===== config.mk =====
export PLATFORM = sky130hd
export DESIGN_NAME = fetch_ctrl_flat
export DESIGN_NICKNAME = d
export VERILOG_FILES = /design/src/rtl/fetch_ctrl_pkg.sv /design/src/rtl/fetch_ctrl_if.sv /design/src/rtl/fetch_ctrl_rf.sv /design/src/rtl/fetch_ctrl.sv /design/src/flat_wrapper.sv
export SDC_FILE = /design/constraint.sdc
export NUM_CORES = 2
export LEC_CHECK = 0
export BUFFER_PORTS_ARGS = -buffer_cell sky130_fd_sc_hd__buf_4
export CAP_MARGIN = 20
export CORE_MARGIN = 5
export CORE_UTILIZATION = 59
export CTS_CLUSTER_DIAMETER = 60
export DETAILED_ROUTE_END_ITERATION = 10
export GPL_ROUTABILITY_DRIVEN = 1
export MAX_ROUTING_LAYER = met4
export PLACE_DENSITY_LB_ADDON = 0.25
export REMOVE_ABC_BUFFERS = 1
export SETUP_SLACK_MARGIN = 0.3
export SLEW_MARGIN = 20
export SYNTH_ARGS = -nofsm -noshare
export SYNTH_HDL_FRONTEND = slang
export SYNTH_SLANG_ARGS = --single-unit

===== constraint.sdc =====
create_clock -name clk -period 12.4 [get_ports clk]
set_clock_uncertainty 0.2 [all_clocks]
set_input_delay 0.62 -clock clk [delete_from_list [all_inputs] [get_ports clk]]
set_output_delay 0.62 -clock clk [all_outputs]
set_load 0.01 [all_outputs]

===== src/rtl/fetch_ctrl_pkg.sv =====
// Shared constants and types for the fetch controller: RV32I opcodes, funct3 codes,
// pcmux encodings and the controller state enum.
package fetch_ctrl_pkg;

    localparam int XLEN  = 32;
    localparam int NREGS = 32;
    localparam int CNT_W = 32;

    localparam logic [6:0] OP_LUI    = 7'b0110111;
    localparam logic [6:0] OP_AUIPC  = 7'b0010111;
    localparam logic [6:0] OP_JAL    = 7'b1101111;
    localparam logic [6:0] OP_JALR   = 7'b1100111;
    localparam logic [6:0] OP_BRANCH = 7'b1100011;
    localparam logic [6:0] OP_LOAD   = 7'b0000011;
    localparam logic [6:0] OP_STORE  = 7'b0100011;
    localparam logic [6:0] OP_IMM    = 7'b0010011;
    localparam logic [6:0] OP_OP     = 7'b0110011;
    localparam logic [6:0] OP_FENCE  = 7'b0001111;
    localparam logic [6:0] OP_SYSTEM = 7'b1110011;

    localparam logic [2:0] F3_JALR = 3'b000;
    localparam logic [2:0] F3_BEQ  = 3'b000;
    localparam logic [2:0] F3_BNE  = 3'b001;
    localparam logic [2:0] F3_BLT  = 3'b100;
    localparam logic [2:0] F3_BGE  = 3'b101;
    localparam logic [2:0] F3_BLTU = 3'b110;
    localparam logic [2:0] F3_BGEU = 3'b111;

    localparam logic [1:0] PCMUX_JALR = 2'd0;
    localparam logic [1:0] PCMUX_JAL  = 2'd1;
    localparam logic [1:0] PCMUX_BR   = 2'd2;
    localparam logic [1:0] PCMUX_SEQ  = 2'd3;

    typedef enum logic [1:0] {FLUSH, RUN, HALT} state_t;

    // Legal RV32I opcodes that never redirect the fetch stream.
    function automatic logic is_plain_op(input logic [6:0] op);
        return (op == OP_LUI) || (op == OP_AUIPC) || (op == OP_LOAD) ||
               (op == OP_STORE) || (op == OP_IMM) || (op == OP_OP) || (op == OP_FENCE);
    endfunction

endpackage


===== src/rtl/fetch_ctrl_if.sv =====
// Fetch/issue/writeback bundle between imem, fetch_ctrl and execute. The imem fetch
// toggle is called fetch_new because "new" is a reserved word.
interface fetch_ctrl_if;
    import fetch_ctrl_pkg::*;

    logic [XLEN-1:0] idata;
    logic            fetch_new;
    logic [XLEN-1:0] pc;
    logic [1:0]      pcmux;
    logic [XLEN-1:0] rv1;
    logic [XLEN-1:0] imm;
    logic            in;
    logic            issue_valid;
    logic [XLEN-1:0] issue_instr;
    logic [XLEN-1:0] issue_pc;
    logic [XLEN-1:0] issue_rs1v;
    logic [XLEN-1:0] issue_rs2v;
    logic            wb_en;
    logic [4:0]      wb_rd;
    logic [XLEN-1:0] wb_data;

    modport master (
        input  idata, fetch_new, pc, wb_en, wb_rd, wb_data,
        output pcmux, rv1, imm, in,
        output issue_valid, issue_instr, issue_pc, issue_rs1v, issue_rs2v
    );

    modport slave (
        output idata, fetch_new, pc, wb_en, wb_rd, wb_data,
        input  pcmux, rv1, imm, in,
        input  issue_valid, issue_instr, issue_pc, issue_rs1v, issue_rs2v
    );

endinterface


===== src/rtl/fetch_ctrl_rf.sv =====
// 32x32 integer register file: two combinational read ports with same-cycle write
// bypass, one write port, asynchronous clear. x0 always reads as zero.
module fetch_ctrl_rf
    import fetch_ctrl_pkg::*;
(
    input  logic            clk,
    input  logic            rst_n,
    input  logic [4:0]      rs1_addr,
    input  logic [4:0]      rs2_addr,
    output logic [XLEN-1:0] rs1_data,
    output logic [XLEN-1:0] rs2_data,
    input  logic            wr_en,
    input  logic [4:0]      wr_addr,
    input  logic [XLEN-1:0] wr_data
);

    logic [XLEN-1:0] regs [NREGS];

    always_ff @(posedge clk or negedge rst_n) begin
        if (!rst_n) begin
            for (int i = 0; i < NREGS; i++) begin
                regs[i] <= '0;
            end
        end else if (wr_en && (wr_addr != 5'd0)) begin
            regs[wr_addr] <= wr_data;
        end
    end

    // Writeback data in flight this cycle wins over the stored value.
    always_comb begin
        rs1_data = regs[rs1_addr];
        if (rs1_addr == 5'd0) begin
            rs1_data = '0;
        end else if (wr_en && (wr_addr == rs1_addr)) begin
            rs1_data = wr_data;
        end
    end

    always_comb begin
        rs2_data = regs[rs2_addr];
        if (rs2_addr == 5'd0) begin
            rs2_data = '0;
        end else if (wr_en && (wr_addr == rs2_addr)) begin
            rs2_data = wr_data;
        end
    end

endmodule


===== src/rtl/fetch_ctrl.sv =====
// Instruction-fetch controller: decodes control transfers for imem in the same cycle,
// issues instructions with operands, halts on SYSTEM/illegal. Optional FETCH_CTRL_STATS_EN.
module fetch_ctrl
    import fetch_ctrl_pkg::*;
(
    input  logic             clk,
    input  logic             rst_n,
    fetch_ctrl_if.master     bus,
    output logic             halted,
    output logic [CNT_W-1:0] instr_cnt,
    output logic [CNT_W-1:0] redir_cnt
);

    state_t          state;
    state_t          state_nxt;
    logic            new_q;
    logic            valid;
    logic [6:0]      opcode;
    logic [2:0]      f3;
    logic [4:0]      rs1;
    logic [4:0]      rs2;
    logic [XLEN-1:0] rs1v;
    logic [XLEN-1:0] rs2v;
    logic [XLEN-1:0] i_imm;
    logic [XLEN-1:0] b_imm;
    logic [XLEN-1:0] j_imm;
    logic            is_jal;
    logic            is_jalr;
    logic            is_branch;
    logic            illegal;
    logic            br_taken;
    logic            redirect;
    logic [1:0]      pcmux;
    logic [XLEN-1:0] rv1;
    logic [XLEN-1:0] imm;
    logic            taken;
    logic            issue_valid;

    assign opcode = bus.idata[6:0];
    assign f3     = bus.idata[14:12];
    assign rs1    = bus.idata[19:15];
    assign rs2    = bus.idata[24:20];
    assign valid  = bus.fetch_new ^ new_q;

    assign i_imm = {{20{bus.idata[31]}}, bus.idata[31:20]};
    assign b_imm = {{19{bus.idata[31]}}, bus.idata[31], bus.idata[7],
                    bus.idata[30:25], bus.idata[11:8], 1'b0};
    assign j_imm = {{11{bus.idata[31]}}, bus.idata[31], bus.idata[19:12],
                    bus.idata[20], bus.idata[30:21], 1'b0};

    fetch_ctrl_rf u_rf (
        .clk      (clk),
        .rst_n    (rst_n),
        .rs1_addr (rs1),
        .rs2_addr (rs2),
        .rs1_data (rs1v),
        .rs2_data (rs2v),
        .wr_en    (bus.wb_en),
        .wr_addr  (bus.wb_rd),
        .wr_data  (bus.wb_data)
    );

    assign is_jal    = (opcode == OP_JAL);
    assign is_jalr   = (opcode == OP_JALR) && (f3 == F3_JALR);
    assign is_branch = (opcode == OP_BRANCH) && (f3 != 3'b010) && (f3 != 3'b011);
    assign illegal   = !(is_jal || is_jalr || is_branch || is_plain_op(opcode));

    always_comb begin
        case (f3)
            F3_BEQ:  br_taken = (rs1v == rs2v);
            F3_BNE:  br_taken = (rs1v != rs2v);
            F3_BLT:  br_taken = ($signed(rs1v) <  $signed(rs2v));
            F3_BGE:  br_taken = ($signed(rs1v) >= $signed(rs2v));
            F3_BLTU: br_taken = (rs1v <  rs2v);
            F3_BGEU: br_taken = (rs1v >= rs2v);
            default: br_taken = 1'b0;
        endcase
    end

    always_ff @(posedge clk or negedge rst_n) begin
        if (!rst_n) begin
            state <= FLUSH;
            new_q <= 1'b0;
        end else begin
            state <= state_nxt;
            new_q <= bus.fetch_new;
        end
    end

    always_comb begin
        state_nxt = state;
        case (state)
            FLUSH:   state_nxt = RUN;
            RUN:     if (valid && illegal) state_nxt = HALT;
            HALT:    state_nxt = HALT;
            default: state_nxt = FLUSH;
        endcase
    end

    // Halting drives a zero-offset PC-relative jump so imem keeps refetching in place.
    always_comb begin
        pcmux       = PCMUX_SEQ;
        imm         = '0;
        rv1         = '0;
        taken       = 1'b0;
        issue_valid = 1'b0;
        halted      = 1'b0;
        redirect    = 1'b0;
        case (state)
            RUN: begin
                if (valid) begin
                    if (illegal) begin
                        halted = 1'b1;
                        pcmux  = PCMUX_JAL;
                    end else begin
                        issue_valid = 1'b1;
                        rv1         = rs1v;
                        if (is_jal) begin
                            pcmux    = PCMUX_JAL;
                            imm      = j_imm;
                            redirect = 1'b1;
                        end else if (is_jalr) begin
                            pcmux    = PCMUX_JALR;
                            imm      = i_imm;
                            redirect = 1'b1;
                        end else if (is_branch) begin
                            pcmux    = PCMUX_BR;
                            imm      = b_imm;
                            taken    = br_taken;
                            redirect = br_taken;
                        end
                    end
                end
            end
            HALT: begin
                halted = 1'b1;
                pcmux  = PCMUX_JAL;
            end
            default: ;
        endcase
    end

    assign bus.pcmux       = pcmux;
    assign bus.imm         = imm;
    assign bus.rv1         = rv1;
    assign bus.in          = taken;
    assign bus.issue_valid = issue_valid;
    assign bus.issue_instr = bus.idata;
    assign bus.issue_pc    = bus.pc - 32'd4;
    assign bus.issue_rs1v  = rs1v;
    assign bus.issue_rs2v  = rs2v;

`ifdef FETCH_CTRL_STATS_EN
    always_ff @(posedge clk or negedge rst_n) begin
        if (!rst_n) begin
            instr_cnt <= '0;
            redir_cnt <= '0;
        end else begin
            if (issue_valid) instr_cnt <= instr_cnt + 1'b1;
            if (redirect)    redir_cnt <= redir_cnt + 1'b1;
        end
    end
`else
    assign instr_cnt = '0;
    assign redir_cnt = '0;
`endif

endmodule


===== src/flat_wrapper.sv =====
// flat-port wrapper written by rule: the top's interface ports become plain ports
module fetch_ctrl_flat import fetch_ctrl_pkg::*;
  (clk, rst_n, halted, instr_cnt, redir_cnt, bus_idata, bus_fetch_new, bus_pc, bus_wb_en, bus_wb_rd, bus_wb_data, bus_pcmux, bus_rv1, bus_imm, bus_in, bus_issue_valid, bus_issue_instr, bus_issue_pc, bus_issue_rs1v, bus_issue_rs2v);
  fetch_ctrl_if bus_i ();
  input  logic clk;
  input  logic rst_n;
  output logic halted;
  output logic [CNT_W-1:0] instr_cnt;
  output logic [CNT_W-1:0] redir_cnt;
  input wire logic [$bits(bus_i.idata)-1:0] bus_idata;
  input wire logic [$bits(bus_i.fetch_new)-1:0] bus_fetch_new;
  input wire logic [$bits(bus_i.pc)-1:0] bus_pc;
  input wire logic [$bits(bus_i.wb_en)-1:0] bus_wb_en;
  input wire logic [$bits(bus_i.wb_rd)-1:0] bus_wb_rd;
  input wire logic [$bits(bus_i.wb_data)-1:0] bus_wb_data;
  output wire logic [$bits(bus_i.pcmux)-1:0] bus_pcmux;
  output wire logic [$bits(bus_i.rv1)-1:0] bus_rv1;
  output wire logic [$bits(bus_i.imm)-1:0] bus_imm;
  output wire logic [$bits(bus_i.in)-1:0] bus_in;
  output wire logic [$bits(bus_i.issue_valid)-1:0] bus_issue_valid;
  output wire logic [$bits(bus_i.issue_instr)-1:0] bus_issue_instr;
  output wire logic [$bits(bus_i.issue_pc)-1:0] bus_issue_pc;
  output wire logic [$bits(bus_i.issue_rs1v)-1:0] bus_issue_rs1v;
  output wire logic [$bits(bus_i.issue_rs2v)-1:0] bus_issue_rs2v;
  assign bus_i.idata = bus_idata;
  assign bus_i.fetch_new = bus_fetch_new;
  assign bus_i.pc = bus_pc;
  assign bus_i.wb_en = bus_wb_en;
  assign bus_i.wb_rd = bus_wb_rd;
  assign bus_i.wb_data = bus_wb_data;
  assign bus_pcmux = bus_i.pcmux;
  assign bus_rv1 = bus_i.rv1;
  assign bus_imm = bus_i.imm;
  assign bus_in = bus_i.in;
  assign bus_issue_valid = bus_i.issue_valid;
  assign bus_issue_instr = bus_i.issue_instr;
  assign bus_issue_pc = bus_i.issue_pc;
  assign bus_issue_rs1v = bus_i.issue_rs1v;
  assign bus_issue_rs2v = bus_i.issue_rs2v;
  fetch_ctrl u_core (.clk(clk), .rst_n(rst_n), .bus(bus_i), .halted(halted), .instr_cnt(instr_cnt), .redir_cnt(redir_cnt));
endmodule

Word level (Yosys, flattened, before mapping)
Cells that the tools add are included.
Storage, ports and cells
  flip-flop bits (word level): 1027
  logic and storage cells: 137
Cells by class
  add/sub/neg operators: 1
  order comparisons: 8
  equality and inequality tests: 24
  multiplexer cells: 43
  bitwise gates (word level): 4
  reduce and logical (&&, ||, !) cells: 23
Operators by type and width (count)
  bitwise mux 1024 bit: 1
  two-way mux 32 bit: 18
  binary-select mux 32 bit (select 5 bit): 2
  demux 32 bit (select 5 bit): 1
  >= comparator 32 bit: 2
  < comparator 32 bit: 2
  equality test 32 bit: 1
  != test 32 bit: 1
  subtractor 32 x 3 -> 32 bit, second input constant: 1
  equality test 7 x 6 -> 1 bit, second input constant: 3
  equality test 7 bit, second input constant: 3
  >= comparator 6 bit, second input constant: 3
  NOT 5 -> 6 bit: 3
  equality test 7 x 5 -> 1 bit, second input constant: 2
  equality test 3 bit, second input constant: 4
  two-way mux 1 bit: 12
  equality test 5 bit: 2
  zero test 5 bit: 2
  two-way mux 2 bit: 5
  logical OR 1 bit: 9
  logical AND 1 bit: 8
  equality test 7 x 2 -> 1 bit, second input constant: 1
  equality test 7 x 4 -> 1 bit, second input constant: 1
  < comparator 6 x 1 -> 1 bit, second input constant: 1
  14 further kinds: 15

Longest topological paths before layout
  depth after elaboration: 14
  mapped depth: 21

Modules after synthesis
A second synthesis with hierarchy kept.
Unflattened totals
  cells, all modules: 4405
  area, all modules: 58651.3 um^2
By module, submodules not included
  fetch_ctrl_rf: instances 1, cells an instance 3977, area each 55703.4 um^2, sequential area each 25624.6 um^2
  fetch_ctrl: instances 1, cells an instance 428, area each 2947.8 um^2, sequential area each 75.1 um^2

Least setup slack after synthesis
Ideal clock, no wire load.
  path type: input-to-output
  start point: in bus_idata[16]
  end point: out bus_in
  data arrival time: 4.764 ns
  slack: 6.816 ns
  stages on the path: 18
  cell sequence: buf_2 -> buf_4 -> buf_2 -> clkbuf_1 -> mux4_2 -> mux4_2 -> mux2i_1 -> nor2_1 -> a21oi_1 -> nor2_1 -> ha_1 -> nand4_1 -> or2_1 -> or3_1 -> o22ai_1 -> nor3_1 -> a311o_1 -> a311oi_1
On the way
  longest elaborated chain between the ends: 14
  elaborated cells on any way between the ends: 22
  classes of those cells: order compare (4); eq/ne (3); mux (12); bitwise (1); reduce/logical (2)
Ends and longest elaborated chain
  start, declared: RTL line flat_wrapper.sv:10  | input wire logic [$bits(bus_i.idata)-1:0] bus_idata;
  NOT 5 -> 6 bit (implied by the code): RTL line fetch_ctrl_rf.sv:31  | rs1_data = regs[rs1_addr];
  binary-select mux 32 bit (select 5 bit): RTL line fetch_ctrl_rf.sv:31
  two-way mux 32 bit (implied by the code) (2 in series): RTL line fetch_ctrl_rf.sv:31
  two-way mux 32 bit: RTL line fetch_ctrl_rf.sv:34  | end else if (wr_en && (wr_addr == rs1_addr)) begin
  two-way mux 32 bit *: RTL line fetch_ctrl_rf.sv:32  | if (rs1_addr == 5'd0) begin
  net bus_issue_rs1v[25]: RTL line flat_wrapper.sv:23  | output wire logic [$bits(bus_i.issue_rs1v)-1:0] bus_issue_rs1v;
  >= comparator 32 bit, or another cell as far along: RTL line fetch_ctrl.sv:75  | F3_BGEU: br_taken = (rs1v >= rs2v);
  case mux 1 bit (6 select lines) *: RTL line fetch_ctrl.sv:69  | case (f3)
  two-way mux 1 bit *: RTL line fetch_ctrl.sv:126  | end else if (is_branch) begin
  two-way mux 1 bit *: RTL line fetch_ctrl.sv:122  | end else if (is_jalr) begin
  two-way mux 1 bit *: RTL line fetch_ctrl.sv:118  | if (is_jal) begin
  two-way mux 1 bit *: RTL line fetch_ctrl.sv:112  | if (illegal) begin
  two-way mux 1 bit *: RTL line fetch_ctrl.sv:111  | if (valid) begin
  two-way mux 1 bit *: RTL line fetch_ctrl.sv:109  | case (state)
  end, declared: RTL line flat_wrapper.sv:19  | output wire logic [$bits(bus_i.in)-1:0] bus_in;
Mark *: on every way through the listed nets, which the timed path passes. The rest lies on a longest branch. The select of a mux whose other input is x is not followed.

Worst setup path after layout
  start point: in bus_idata[15]
  end point: out bus_in
On the way
  longest elaborated chain between the ends: 14
  elaborated cells on any way between the ends: 22
  classes of those cells: order compare (4); eq/ne (3); mux (12); bitwise (1); reduce/logical (2)
Ends and longest elaborated chain (RTL line)
  NOT 5 -> 6 bit (implied by the code): fetch_ctrl_rf.sv:31
  binary-select mux 32 bit (select 5 bit): fetch_ctrl_rf.sv:31
  two-way mux 32 bit (implied by the code) (2 in series): fetch_ctrl_rf.sv:31
  two-way mux 32 bit: fetch_ctrl_rf.sv:34
  two-way mux 32 bit *: fetch_ctrl_rf.sv:32
  >= comparator 32 bit, or another cell as far along: fetch_ctrl.sv:75
  case mux 1 bit (6 select lines) *: fetch_ctrl.sv:69
  two-way mux 1 bit *: fetch_ctrl.sv:126
  two-way mux 1 bit *: fetch_ctrl.sv:122
  two-way mux 1 bit *: fetch_ctrl.sv:118
  two-way mux 1 bit *: fetch_ctrl.sv:112
  two-way mux 1 bit *: fetch_ctrl.sv:111
  two-way mux 1 bit *: fetch_ctrl.sv:109
Mark *: on every way between the ends. The rest lies on a longest branch, timed or not. The select of a mux whose other input is x is not followed.

==> results.tsv <==
stage	metric	value	unit
run_status	status	complete, no violations	
worst_hold_path	hold_depth	0	
synth	yosysTopAreaCellShare	44.30	%
worst_setup_path	crit_type	in -> out	
drt	drtPass1Iterations	5	
global_routing	grt-ovfl-total	0	
worst_setup_path	arrival	6.92	ns
synth	syn_area	58010	µm²
synth	yosys-top-cells-count	dfrtp_1 (1027), mux2_2 (1023), mux4_2 (530)	
worst_setup_path	crit_chain	buf_8 -> xor2_1 -> nor4_1 -> and3_1 -> buf_4 -> or2_2 -> a31oi_1 -> a32o_1 -> ha_1 -> nand2_1 -> o21ai_0 -> a221oi_1 -> o22ai_1 -> o31a_1 -> a311o_1 -> a311oi_1 -> buf_4	
global_routing	grt_first_pass_wirelength	270900	µm
finish	fillCellCount	7010	
synth	netlist_instances	4051	
clocking	clk_latency	0.71	ns
sta	fin_crit_sh	62.44	%
floorplanning	die_y	323.6	µm
placement	hpwl	111000	µm
sta	hold_viol	0	
floorplanning	num_rows	115	
worst_setup_path	max_stage_delay	0.93	ns
floorplanning	dieArea	104700	µm²
power	power_density	161.0	nW/µm²
drt	drtAntennaViolNets	0	
synth	synth-main-ff-cell	dfrtp_1	
worst_setup_path	crit_required	11.58	ns
worst_setup_path	reg2reg_slack	10.73	ns
clocking	post_cts_buffers	0	
synth	synth_edf_count	0	
worst_setup_path	cp_max_fo	39	
clocking	clock_path_buffers	3	
finish	area_growth	10.62	%
job	maxCapViolCount	0	
power	power	10.33	mW
clocking	clk_pin_slew	0.06	ns
synth	synthTopCellsByArea	dfrtp_1 (44%), mux4_2 (21%), mux2_2 (20%)	
synth	avgSynthCellArea	14.32	µm²
floorplanning	io_pins	366	
worst_setup_path	r2r_start	u_core.new_q	
drt	routed_wl	185000	µm
synth	ys_warn_count	0	
worst_hold_path	holdCritStartpoint	u_core.u_rf.regs[1015]	
synth	synth_seq_cells	1027	
sta	setup_viol	0	
global_routing	grt_pass1_vias	39520	
power	power.leakage	28.27	nW
worst_setup_path	crit_path_top_delay_cell	a221oi_1	
drt	viasPerCell	7.137	
sta	finalSetupTns	0	ns
global_routing	grt_antenna_before_repair	9	
placement	gp_congestion	0.8893	
worst_setup_path	worstReg2RegEnd	u_core.state[0]	
drt	drc_errors	0	
drt	initialDrtViolationCount	4745	
worst_setup_path	end_kind	primary output	
clocking	cts_tree	done	
worst_hold_path	hp-class	reg -> reg	
finish	regArea	25700	µm²
finish	nets	4214	
clocking	cts_max_level	3	
worst_setup_path	worst_setup_path_start_kind	input pin	
worst_setup_path	crit_path_frequent_cell	buf_4	
sta	fmax	129.2	MHz
global_routing	grt_util_all_layers	36.45	%
global_routing	grt_max_degree	146	
synth	synth_cell_types	64	
drt	via_count	38970	
clocking	ctsResizeCount	0	
synth	synthArstFlopShare	100.0	%
placement	port_buffers	297	
worst_hold_path	hold_end	u_core.u_rf.regs[1015]	
worst_setup_path	reg2reg_depth	4	
power	vdd_drop_max	0.1327	mV
sta	tightest_slew	1.134	ns
sta	grt_setup_unrepaired	false	
sta	slew_violations	0	
floorplanning	die_w	323.6	µm
sta	max_slew_margin	24.19	%
finish	drive_gt1_share	52.27	%
floorplanning	initial_core_util	59.20	%
clocking	clock_sinks	1027	
clocking	root_buffer	clkbuf_16	
synth	yosysTopAreaCell	dfrtp_1	
synth	ys_seq_area_share	44.30	%
sta	layout_min_cycle_time	7.742	ns
clocking	cts-buffers-inserted	113	
drt	wl_per_cell	33.89	µm
synth	synth.most_common_cell	dfrtp_1	
finish	multiInputGateArea	29910	µm²
floorplanning	core	97990	µm²
report_power, final:
group | internal, mW | switching [mW]
combinational | 1.38 | 1.05
clock | 1.96 | 1.48
sequential | 3.99 | 0.476
total | 7.33 | 3.01
stage by stage:
step	instance area (µm²)	hold WS [ns]	utilization, %	cells	setup WS [ns]
5_1_grt	64170	0.2060	65.49	5458	4.562
6_report	64170	0.1979	65.49	5460	4.658
2_1_floorplan	55510	0.1244	-	3573	6.619
3_3_place_gp	60330	0.1772	61.57	5242	4.746
4_1_cts	64110	0.1873	65.43	5449	4.851
3_5_place_dp	60330	0.1842	61.57	5242	4.867
worst max-delay path, delay by kind of cell:
family	cells	cell delay, ns
XOR/XNOR	1	0.15
adder cells (fa/ha/maj)	1	0.33
buffers and inverters	3	0.97
AND/OR/NAND/NOR	4	1.47
AO/OA/AOI/OAI	8	3.18
cell usage in the layout (no fill, tap or decap), drive strengths merged, types with 4 or more instances in the layout:
| master | count |
|---|---|
| mux4 | 530 |
| nor2b | 6 |
| conb | 64 |
| clkinv | 29 |
| nand4 | 10 |
| a21oi | 57 |
| nand2 | 133 |
| clkbuf | 151 |
| diode | 10 |
| or2 | 18 |
| a221oi | 19 |
| o21ai | 27 |
| a32o | 21 |
| nor3 | 20 |
| o221ai | 13 |
| ha | 36 |
| a211oi | 26 |
| xor2 | 28 |
| and2 | 47 |
| xnor2 | 10 |
| mux2 | 1024 |
| buf | 383 |
| nor2 | 92 |
| a31oi | 19 |
| clkinvlp | 7 |
| nand3b | 5 |
| bufinv | 7 |
| nor3b | 4 |
| and3 | 7 |
| nor4 | 9 |
| inv | 54 |
| nand2b | 37 |
| a22oi | 4 |
| or3 | 7 |
| a221o | 13 |
| o22ai | 31 |
| nand3 | 25 |
| o211ai | 18 |
| dfrtp | 1027 |
| mux2i | 118 |
sequential cells by signal, indices dropped and copies added, names as in the netlist:
register,count
u_core.new_q,1
u_core.state,2
u_core.u_rf.regs,1024
area by class of cell:
type                            count  area share, %
Timing Repair Buffer              385          4.685
Clock inverter                     54         0.9125
Inverter                           43         0.2593
Multi-Input combinational cell   2503          46.61
Sequential cell                  1027          40.05
Tap cell                         1287          2.509
Antenna cell                       10        0.03899
Clock buffer                      151          4.942
per-layer routing:
metal	up-vias	track usage [%]	wire length, µm
li1	15340	-	-
met1	20650	48.69	69370
met2	2454	54.58	85560
met3	528	8.785	20510
met4	0	15.06	9584
met5	-	-	0
what timing repair did:
item	CTS	global route
hold buffers	2	0
hold endpoints to repair	94	0
endpoints found under the setup margin	0	0
worst max path at each step:
stage / startpoint / endpoint / depth (start not counted)
3_5_place_dp: bus_idata[15] / bus_in / 17
4_1_cts: bus_idata[15] / bus_in / 17
5_1_grt: bus_idata[15] / bus_in / 17
2_1_floorplan: bus_idata[17] / bus_in / 14
3_3_place_gp: bus_idata[21] / bus_in / 16
6_report: bus_idata[15] / bus_in / 17
kinds of logic (layout without fill, tap and decap cells):
family,Yosys count,after routing,synth area share [%]
muxes,1672,1672,42.49
other,1,74,0.006464
AOI/OAI and AO/OA,266,266,3.235
buffers and inverters,584,633,4.999
xor gates and xnor gates,38,38,0.5737
and+or+nand+nor,427,427,3.621
DFF,1027,1027,44.30
adders and majority gates,36,36,0.7764
Power figures use the tool's default switching activity.
